`config.mk`:
```
export PLATFORM = sky130hd
export DESIGN_NAME = mult_seq_ctrl
export DESIGN_NICKNAME = d
export VERILOG_FILES = /design/src/rtl/mult_seq_ctrl.sv
export SDC_FILE = /design/constraint.sdc
export NUM_CORES = 1
export LEC_CHECK = 0
export BUFFER_PORTS_ARGS = -buffer_cell sky130_fd_sc_hd__buf_2
export CORE_ASPECT_RATIO = 1.5
export CORE_MARGIN = 8
export CORE_UTILIZATION = 50
export DETAILED_ROUTE_END_ITERATION = 10
export GPL_TIMING_DRIVEN = 0
export PLACE_DENSITY = 0.78
export REMOVE_ABC_BUFFERS = 1
export SLEW_MARGIN = 25
export SYNTH_ARGS = -nofsm -noshare
export SYNTH_HDL_FRONTEND = slang
export SYNTH_SLANG_ARGS = --single-unit
```
`constraint.sdc`:
```
create_clock -name clk_i -period 4 [get_ports clk_i]
set_input_delay 0.8 -clock clk_i [delete_from_list [all_inputs] [get_ports clk_i]]
set_output_delay 0.8 -clock clk_i [all_outputs]
set_load 0.03 [all_outputs]
```
`src/rtl/mult_seq_ctrl.sv`:
```
// mult_seq_ctrl: iterative shift-add MULT/MULTU sequencer driving a shared
// external WIDTH-bit combinational adder. Produces a 2*WIDTH product on hi/lo.
//
// Build option: define MULT_SIGNED_EN to honour signed_op. This adds the
// absolute-value and negate states. Without it every operation is unsigned.
//
// state   | meaning
// --------+---------------------------------------------------------------
// IDLE    | waiting for start, adder operands held at zero
// ABS_A   | multiplicand made positive if a signed operand is negative
// ABS_B   | multiplier made positive if a signed operand is negative
// MUL     | one shift-add iteration per cycle, WIDTH iterations
// NEG_LO  | low product word two's-complemented, carry latched
// NEG_HI  | high product word complemented plus latched carry
// DONE    | hi/lo valid, done pulses, a new start is accepted here
module mult_seq_ctrl #(
  parameter int WIDTH = 32
) (
  input  logic             clk_i,
  input  logic             rst_n_i,
  input  logic             start_i,
  input  logic             signed_op_i,
  input  logic [WIDTH-1:0] op_a_i,
  input  logic [WIDTH-1:0] op_b_i,
  output logic [WIDTH-1:0] add_a_o,
  output logic [WIDTH-1:0] add_b_o,
  input  logic [WIDTH-1:0] add_sum_i,
  output logic             busy_o,
  output logic             done_o,
  output logic [WIDTH-1:0] hi_o,
  output logic [WIDTH-1:0] lo_o
);

  localparam int CW = $clog2(WIDTH);
  localparam logic [CW-1:0]    CNT_LOAD = CW'(WIDTH - 1);
  localparam logic [WIDTH-1:0] ONE      = {{(WIDTH-1){1'b0}}, 1'b1};

  typedef enum logic [2:0] {
    S_IDLE,
`ifdef MULT_SIGNED_EN
    S_ABS_A,
    S_ABS_B,
    S_NEG_LO,
    S_NEG_HI,
`endif
    S_MUL,
    S_DONE
  } state_e;

  state_e           state_q, state_d;
  logic [WIDTH-1:0] a_q, a_d;
  logic [WIDTH-1:0] p_hi_q, p_hi_d;
  logic [WIDTH-1:0] p_lo_q, p_lo_d;
  logic [WIDTH-1:0] hi_q, hi_d;
  logic [WIDTH-1:0] lo_q, lo_d;
  logic [CW-1:0]    cnt_q, cnt_d;
`ifdef MULT_SIGNED_EN
  logic             sgn_q, sgn_d;
  logic             neg_q, neg_d;
  logic             c_q, c_d;
`else
  logic             unused_signed_op;
  assign unused_signed_op = signed_op_i;
`endif

  // State and datapath registers; reset abandons any operation in flight.
  always_ff @(posedge clk_i or negedge rst_n_i) begin
    if (!rst_n_i) begin
      state_q <= S_IDLE;
      a_q     <= '0;
      p_hi_q  <= '0;
      p_lo_q  <= '0;
      hi_q    <= '0;
      lo_q    <= '0;
      cnt_q   <= '0;
`ifdef MULT_SIGNED_EN
      sgn_q   <= 1'b0;
      neg_q   <= 1'b0;
      c_q     <= 1'b0;
`endif
    end else begin
      state_q <= state_d;
      a_q     <= a_d;
      p_hi_q  <= p_hi_d;
      p_lo_q  <= p_lo_d;
      hi_q    <= hi_d;
      lo_q    <= lo_d;
      cnt_q   <= cnt_d;
`ifdef MULT_SIGNED_EN
      sgn_q   <= sgn_d;
      neg_q   <= neg_d;
      c_q     <= c_d;
`endif
    end
  end

  // Next-state logic, adder operand selection and datapath updates.
  always_comb begin
    state_d = state_q;
    a_d     = a_q;
    p_hi_d  = p_hi_q;
    p_lo_d  = p_lo_q;
    hi_d    = hi_q;
    lo_d    = lo_q;
    cnt_d   = cnt_q;
    add_a_o = '0;
    add_b_o = '0;
`ifdef MULT_SIGNED_EN
    sgn_d   = sgn_q;
    neg_d   = neg_q;
    c_d     = c_q;
`endif
    case (state_q)
      S_IDLE, S_DONE: begin
        if (start_i) begin
          a_d    = op_a_i;
          p_lo_d = op_b_i;
          p_hi_d = '0;
          cnt_d  = CNT_LOAD;
`ifdef MULT_SIGNED_EN
          sgn_d   = signed_op_i;
          neg_d   = signed_op_i & (op_a_i[WIDTH-1] ^ op_b_i[WIDTH-1]);
          state_d = S_ABS_A;
`else
          state_d = S_MUL;
`endif
        end else begin
          state_d = S_IDLE;
        end
      end
`ifdef MULT_SIGNED_EN
      S_ABS_A: begin
        if (sgn_q && a_q[WIDTH-1]) begin
          add_a_o = ~a_q;
          add_b_o = ONE;
          a_d     = add_sum_i;
        end else begin
          add_a_o = a_q;
        end
        state_d = S_ABS_B;
      end
      S_ABS_B: begin
        if (sgn_q && p_lo_q[WIDTH-1]) begin
          add_a_o = ~p_lo_q;
          add_b_o = ONE;
          p_lo_d  = add_sum_i;
        end else begin
          add_a_o = p_lo_q;
        end
        state_d = S_MUL;
      end
`endif
      S_MUL: begin
        add_a_o = p_hi_q;
        add_b_o = p_lo_q[0] ? a_q : '0;
        // Adder carry-out recovered from the sum wrapping below operand A.
        p_hi_d  = {(add_sum_i < p_hi_q), add_sum_i[WIDTH-1:1]};
        p_lo_d  = {add_sum_i[0], p_lo_q[WIDTH-1:1]};
        cnt_d   = cnt_q - 1'b1;
        if (cnt_q == '0) begin
`ifdef MULT_SIGNED_EN
          state_d = S_NEG_LO;
`else
          state_d = S_DONE;
`endif
        end
      end
`ifdef MULT_SIGNED_EN
      S_NEG_LO: begin
        if (neg_q) begin
          add_a_o = ~p_lo_q;
          add_b_o = ONE;
          p_lo_d  = add_sum_i;
          c_d     = add_sum_i < ~p_lo_q;
        end else begin
          add_a_o = p_lo_q;
          c_d     = 1'b0;
        end
        state_d = S_NEG_HI;
      end
      S_NEG_HI: begin
        if (neg_q) begin
          add_a_o = ~p_hi_q;
          add_b_o = {{(WIDTH-1){1'b0}}, c_q};
          p_hi_d  = add_sum_i;
        end else begin
          add_a_o = p_hi_q;
        end
        state_d = S_DONE;
      end
`endif
      default: state_d = S_IDLE;
    endcase
    // Result registers load on entry to DONE with the final product.
    if (state_d == S_DONE && state_q != S_DONE) begin
      hi_d = p_hi_d;
      lo_d = p_lo_d;
    end
  end

  assign busy_o = (state_q != S_IDLE) && (state_q != S_DONE);
  assign done_o = (state_q == S_DONE);
  assign hi_o   = hi_q;
  assign lo_o   = lo_q;

endmodule

```
==> run_results.csv, run 1 <==
group,metric,value,unit
placed_design,io_buffers,228,
clock_tree,clock_path_buffers,2,
synth,synth-seq-cells,168,
synth,syn_area_per_cell,11.00,sq um
synth,ys_seq_area_frac,0.5573,
synth,yosys_most_used_dff,"dfrtp_1",
pwr,vdd_ir_drop_max,0.3314,mV
synth,yosysMostFrequentCell,"dfrtp_1",
critical_path,cp_max_fo,33,
clock_tree,cts_max_level,4,
pwr,share_comb_of_total_power,0.172,
cells_and_area,finalNonFillerCells,1117,
timing,rsz0062_at_grt,"false",
critical_path,worstPathArrival,2190,ps
detailed_routing,drt-initial-drc-count,313,
grt,grt.busiest_layer,"met2",
clock_tree,clock_latency,410,ps
cells_and_area,final_nets,1035,
detailed_routing,routed_via_density,5.403,
synth,synth_edf_count,0,
grt,grt_util_all_layers,0.2151,
placed_design,hpwl,15010,microns
synth,ys_top_cells_by_count,"dfrtp_1, nand2_1, mux2_2",
synth,synth_async_sr_flop_share,1.000,
floorplanning,core_area,14930,sq um
timing,max_freq,335.0,MHz
grt,grt.met2_usage,0.3696,
pwr,clkPwrFrac,0.367,
timing,hold_viol_final,0,
run,max-cap-violations,0,
grt,grt-ovfl-total,0,
timing,timing.final.ws_setup,1015,ps
critical_path,r2r_cells,6,
pwr,internal_power,3.262,mW
detailed_routing,totalWireLength,20230,microns
placed_design,gp_congestion,0.8023,
grt,grtUsageMet3,0.05829,
worst_hold_path,worst_hold_path_type,"primary input to async pin",
critical_path,critPathKind,"flip-flop to output pin",
detailed_routing,drtPass1Iterations,5,
detailed_routing,num_vias,6035,
critical_path,endpoint_kind,"output pin",
pwr,sw_frac_of_total,0.2760,
synth,synth_area_leaders,"dfrtp_1, mux2_2, nand2_1",
pwr,p_seq_frac,0.461,
grt,grt_pass1_vias,6426,
grt,grt_pass1_wl,32580,microns
cells_and_area,n_fill_cell,1277,
cells_and_area,regArea,4204,sq um
critical_path,regToRegEndpoint,"hi_o[8]",
timing,setup_viol,0,
timing,tightest_slew,820.7,ps
pwr,p_leak,5.059,nW
status,status,"completed",
floorplanning,num_rows,55,
timing,slew_violations,0,
pwr,power,4.505,mW
clock_tree,numCtsBuffers,17,
pwr,switchingPower,1.244,mW
clock_tree,path_clk_slew,60,ps
timing,period_share,0.7464,
timing,relSlewSlack,0.4528,
clock_tree,cts_resized,0,
synth,syn_area,7543,sq um
placed_design,dp_slack,947.4,ps
timing,fin_crit,2985,ps
detailed_routing,drc,0,
synth,synth_cell_types,42,
cells_and_area,syn2layout_area_growth,26.89,%
cells_and_area,final_cell_area,9572,sq um
floorplanning,die_x,116.3,microns
clock_tree,cts_setup_buffers,0,
grt,grt_max_degree,65,
critical_path,start_kind,"flip-flop",
clock_tree,cts.sinks,168,
clock_tree,ctsHoldBuffers,0,
critical_path,r2r_slack,1120,ps
critical_path,rr_startpoint,"cnt_q[0]",
placed_design,placed_area,8965,sq um
cells_and_area,drive_gt1_frac,0.3720,
cells_and_area,post-route-util,0.6410,
floorplanning,start_util,0.5052,
timing,fin_skew,9.243,ps
clock_tree,cts-root-buf,"clkbuf_16",
cells_and_area,multi_input_area,2989,sq um
placed_design,dp_cells,1082,
clock_tree,cts_tree,"done",
detailed_routing,wl_per_cell,18.11,microns
detailed_routing,final_antenna_net_count,0,
synth,netlist_instances,686,
floorplanning,dieArea,19350,sq um
floorplanning,num_io_pins,230,
critical_path,worstPathRequired,3200,ps
grt,grt_antenna_before_repair,5,
synth,yosysWarnings,0,
pwr,p_per_area,470.7,nW/um^2
synth,synth_top_area_share,0.5573,
synth,yosys.area.top_type,"dfrtp_1",
floorplanning,dieHeight,166.4,microns
grt,met1_usage,0.2322,
[cells by family after synthesis]
kind of cell | Yosys count | synth area share
AOI/OAI and AO/OA | 118 | 0.1138
DFF | 168 | 0.5573
adders and majority gates | 33 | 0.05474
buffers and inverters | 81 | 0.04827
and+or+nand+nor | 222 | 0.1314
other | 1 | 0.0004971
muxes | 63 | 0.09405
[routing by layer]
layer	share of wire	vias to the layer above
li1	-	2824
met1	0.37	2989
met2	0.53	177
met3	0.057	43
met4	0.038	2
met5	0.00049	-
[power by group through the flow]
stage	Combinational, mW	Sequential (mW)	Clock (mW)
global route	0.868	2.11	1.76
global placement	0.725	2.09	0
CTS	0.783	2.07	1.69
finish	0.775	2.08	1.65
detailed placement	0.779	2.10	0
floorplan	0.494	2.07	0
[registers in the layout, summed over array words and instances (netlist names)]
signal,count
p_hi_q,32
cnt_q,5
p_lo_q,32
a_q,32
hi_o,32
state_q,3
lo_o,32
[cell type report]
type / instances / area share
Tap cell: 199 / 0.02601
Sequential cell: 168 / 0.4392
Inverter: 36 / 0.01438
Antenna cell: 4 / 0.001046
Clock buffer: 21 / 0.04706
Multi-Input combinational cell: 437 / 0.3123
Clock inverter: 10 / 0.01516
Timing Repair Buffer: 242 / 0.1448
[worst max-delay path: stages (launching register included)]
cell     delay (ps)
dfrtp_1         420
or3b_2          820
nor2_1          280
buf_2           240
[metrics by stage]
step	setup TNS, ps	hold slack, ps
floorplan	-272480	446.3
global placement	-1055920	457.2
detailed placement	0	463.8
CTS	0	292.6
global route	0	293.6
finish	0	289.3
[worst max-delay path by stage]
stage                        to  slack [ps]  startpoint
floorplan               hi_o[6]       -2130  state_q[2]
global placement        hi_o[6]       -7190  state_q[2]
detailed placement      hi_o[8]         950    cnt_q[0]
CTS                     hi_o[8]         920    cnt_q[0]
global route            hi_o[8]         890    cnt_q[0]
finish              add_a_o[16]        1010  state_q[2]
[layout by cell type, fill, tap and decap left out, types with 4 or more instances in the layout]
cell and instances:
a21oi_1 13, a22o_1 31, a22oi_1 33, a31oi_1 24
and3_1 32, buf_16 4, buf_2 227, buf_6 6
clkbuf_16 17, dfrtp_1 168, diode_2 4, ha_1 33
inv_1 35, mux2_2 62, nand2_1 112, nor2_1 58
o21ai_0 4
(Power assumes the default switching activity.)
==> inputs of run 2 (changes only) <==
--- a/config.mk
+++ b/config.mk
@@ -5,13 +5,14 @@
 export SDC_FILE = /design/constraint.sdc
 export NUM_CORES = 1
 export LEC_CHECK = 0
+export ABC_AREA = 1
 export BUFFER_PORTS_ARGS = -buffer_cell sky130_fd_sc_hd__buf_2
 export CORE_ASPECT_RATIO = 1.5
 export CORE_MARGIN = 8
-export CORE_UTILIZATION = 50
+export CORE_UTILIZATION = 47
 export DETAILED_ROUTE_END_ITERATION = 10
 export GPL_TIMING_DRIVEN = 0
-export PLACE_DENSITY = 0.78
+export PLACE_DENSITY = 0.77
 export REMOVE_ABC_BUFFERS = 1
 export SLEW_MARGIN = 25
 export SYNTH_ARGS = -nofsm -noshare
==> constraint.sdc (replaced) <==
create_clock -name clk_i -period 2.4 [get_ports clk_i]
set_input_delay 0.48 -clock clk_i [delete_from_list [all_inputs] [get_ports clk_i]]
set_output_delay 0.48 -clock clk_i [all_outputs]
set_load 0.03 [all_outputs]
==> run 2 against run 1 <==
  * Combinational power increased by 68%
  * Area after synthesis grew 3.0%
  * Wire length is 6.0% higher
  * Core utilization shrank 4.1 points
  * Synthesized cell count is 36% higher
  * Global-route usage fell by 0.95 points
  * Largest power group unchanged
  * Highest routed layer is now met4
==> run_results.csv, run 2 <==
group,metric,value,unit
synth,synth_top_family_by_area,"simple AND/OR/NAND/NOR gates",
worst_hold_path,worst_hold_path_type,"primary input to async pin",
synth,ys_seq_area_frac,0.5411,
synth,netlist_instances,935,
placed_design,gp_congestion,0.7991,
status,status,"completed",
detailed_routing,num_vias,6718,
clock_tree,clock_path_buffers,2,
cells_and_area,n_fill_cell,1473,
cells_and_area,regArea,4205,sq um
synth,synth_mux_area_frac,0,
synth,synth_xor_xnor_area_share,0,
pwr,p_per_area,766.3,nW/um^2
synth,syn_area,7769,sq um
cells_and_area,multi_input_area,3166,sq um
floorplanning,start_util,0.4799,
timing,timing.final.ws_setup,143.9,ps
clock_tree,path_clk_slew,70,ps
timing,slew_violations,0,
clock_tree,numCtsBuffers,17,
synth,yosys_most_used_dff,"dfrtp_1",
timing,setup_viol,0,
critical_path,r2r_slack,200,ps
clock_tree,clock_latency,420,ps
detailed_routing,final_antenna_net_count,0,
grt,grt-ovfl-total,0,
cells_and_area,drive_gt1_frac,0.2642,
clock_tree,cts_max_level,4,
detailed_routing,wl_per_cell,15.69,microns
synth,yosysMostFrequentCell,"nand2_1",
placed_design,placed_area,8997,sq um
timing,rsz0062_at_grt,"false",
synth,yosys.area_share.simple,0.2748,
timing,max_freq,443.2,MHz
pwr,vdd_ir_drop_max,0.5435,mV
synth,yosys.area.top_type,"dfrtp_1",
detailed_routing,routed_via_density,4.918,
floorplanning,dieArea,20980,sq um
grt,grt_antenna_before_repair,2,
timing,tightest_slew,700.4,ps
synth,synth_cell_types,31,
detailed_routing,totalWireLength,21430,microns
detailed_routing,drt-initial-drc-count,399,
critical_path,worstPathRequired,1920,ps
grt,grt_pass1_wl,34590,microns
synth,ys_top_cells_by_count,"nand2_1, dfrtp_1, nor2_1",
placed_design,dp_slack,-681.2,ps
critical_path,worstPathArrival,1780,ps
cells_and_area,final_cell_mix,"nand2_1, buf_2, dfrtp_1, nor2_1, inv_1",
synth,yosysWarnings,0,
synth,synth_compound_area_frac,0.07135,
placed_design,io_buffers,228,
grt,grt_pass1_vias,6909,
detailed_routing,drtPass1Iterations,5,
timing,fin_crit,2256,ps
pwr,p_leak,4.989,nW
grt,grt_max_degree,87,
synth,syn_area_per_cell,8.309,sq um
floorplanning,dieHeight,173.5,microns
critical_path,critPathKind,"flip-flop to output pin",
timing,relSlewSlack,0.5331,
clock_tree,cts-root-buf,"clkbuf_16",
placed_design,hpwl,14820,microns
detailed_routing,drc,0,
cells_and_area,final_cell_area,9707,sq um
critical_path,r2r_cells,7,
cells_and_area,final_common_cell,"nand2_1",
synth,synth_area_leaders,"dfrtp_1, nand2_1, ha_1",
floorplanning,num_io_pins,230,
synth,synth_top_area_share,0.5411,
clock_tree,cts.sinks,168,
floorplanning,die_x,121.0,microns
clock_tree,cts_tree,"done",
synth,synth-seq-cells,168,
timing,hold_viol_final,0,
cells_and_area,final_nets,1279,
cells_and_area,syn2layout_area_growth,24.95,%
timing,period_share,0.9401,
synth,synth_async_sr_flop_share,1.000,
synth,synth-adder-area-share,0.05315,
critical_path,cp_max_fo,45,
critical_path,endpoint_kind,"output pin",
timing,fin_skew,14.64,ps
critical_path,start_kind,"flip-flop",
floorplanning,num_rows,57,
run,max-cap-violations,0,
synth,synth_edf_count,0,
grt,grt_util_all_layers,0.2056,
floorplanning,core_area,16190,sq um
## run 2: changes by cell type after synthesis, moves of 13 or more
cell	change
nand2_1	+331
and3_1	-32
nand3_1	+15
a22oi_1	-22
mux2_2	-62
a31oi_1	-23
nor2_1	+19
o21ai_2	+20
a22o_1	-31
inv_1	+13
o21ai_0	+15
## run 2: routing by layer
metal,track usage,vias up,share of wire
met5,0,-,0
met4,0.08364,0,0.025
met3,0.04826,32,0.064
met2,0.3547,216,0.50
met1,0.2373,3125,0.41
li1,-,3345,-
## run 2: final timing paths
kind,startpoint,to
hold reg to reg,hi_o[21],hi_o[21]
hold / removal,rst_n_i,hi_o[4]
min in group clk_i,op_a_i[26],a_q[26]
max in group asynchronous,rst_n_i,p_hi_q[28]
setup / recovery,state_q[0],add_a_o[26]
setup reg to reg,state_q[2],p_lo_q[21]
## run 2: cell type report
class,count,area share
Sequential cell,168,0.4332
Multi-Input combinational cell,670,0.3261
Timing Repair Buffer,238,0.1312
Clock buffer,17,0.04383
Tap cell,206,0.02655
Inverter,51,0.02204
Clock inverter,14,0.01650
Antenna cell,2,0.0005156
## run 2: logic make-up after synthesis
| kind of cell | after synthesis |
|---|---|
| other | 1 |
| AO/OA/AOI/OAI | 86 |
| buffers and inverters | 98 |
| adder cells (fa/ha/maj) | 33 |
| flip-flops | 168 |
| AND/OR/NAND/NOR | 549 |
## run 2: metrics by stage
step | instances | utilization | setup TNS (ps) | total power, mW | hold slack (ps)
finish | 1366 | 0.5996 | 0 | 7.439 | 44.72
global route | 1366 | 0.5996 | 0 | 7.861 | 78.72
CTS | 1356 | 0.5952 | 0 | 7.515 | 58.29
detailed placement | 1325 | 0.5558 | -43010 | 4.727 | 460.1
global placement | 1322 | 0.5497 | -627870 | 4.657 | 455.5
floorplan | 888 | - | -101920 | 4.263 | 184.4
## run 2: where the power goes
part	switching (mW)	internal (mW)
logic	0.843	0.458
registers	0.207	3.19
clock network	1.18	1.56
total	2.23	5.21
## run 2: what timing repair did
| action | in CTS | in global routing |
|---|---|---|
| resized for setup | 11 | 2 |
| hold buffers | 0 | 0 |
| buffers inserted | 0 | 7 |
| setup endpoints to repair | 103 | 2 |
| pin swaps | 1 | 2 |
| cloned | 0 | 1 |
## run 2: worst max-delay path: stages, from the launching register on
cell and delay (ps):
dfrtp_1 350, inv_1 70, nor2_4 170, nand2_8 140, buf_12 210, nor2_1 180, clkbuf_4 230
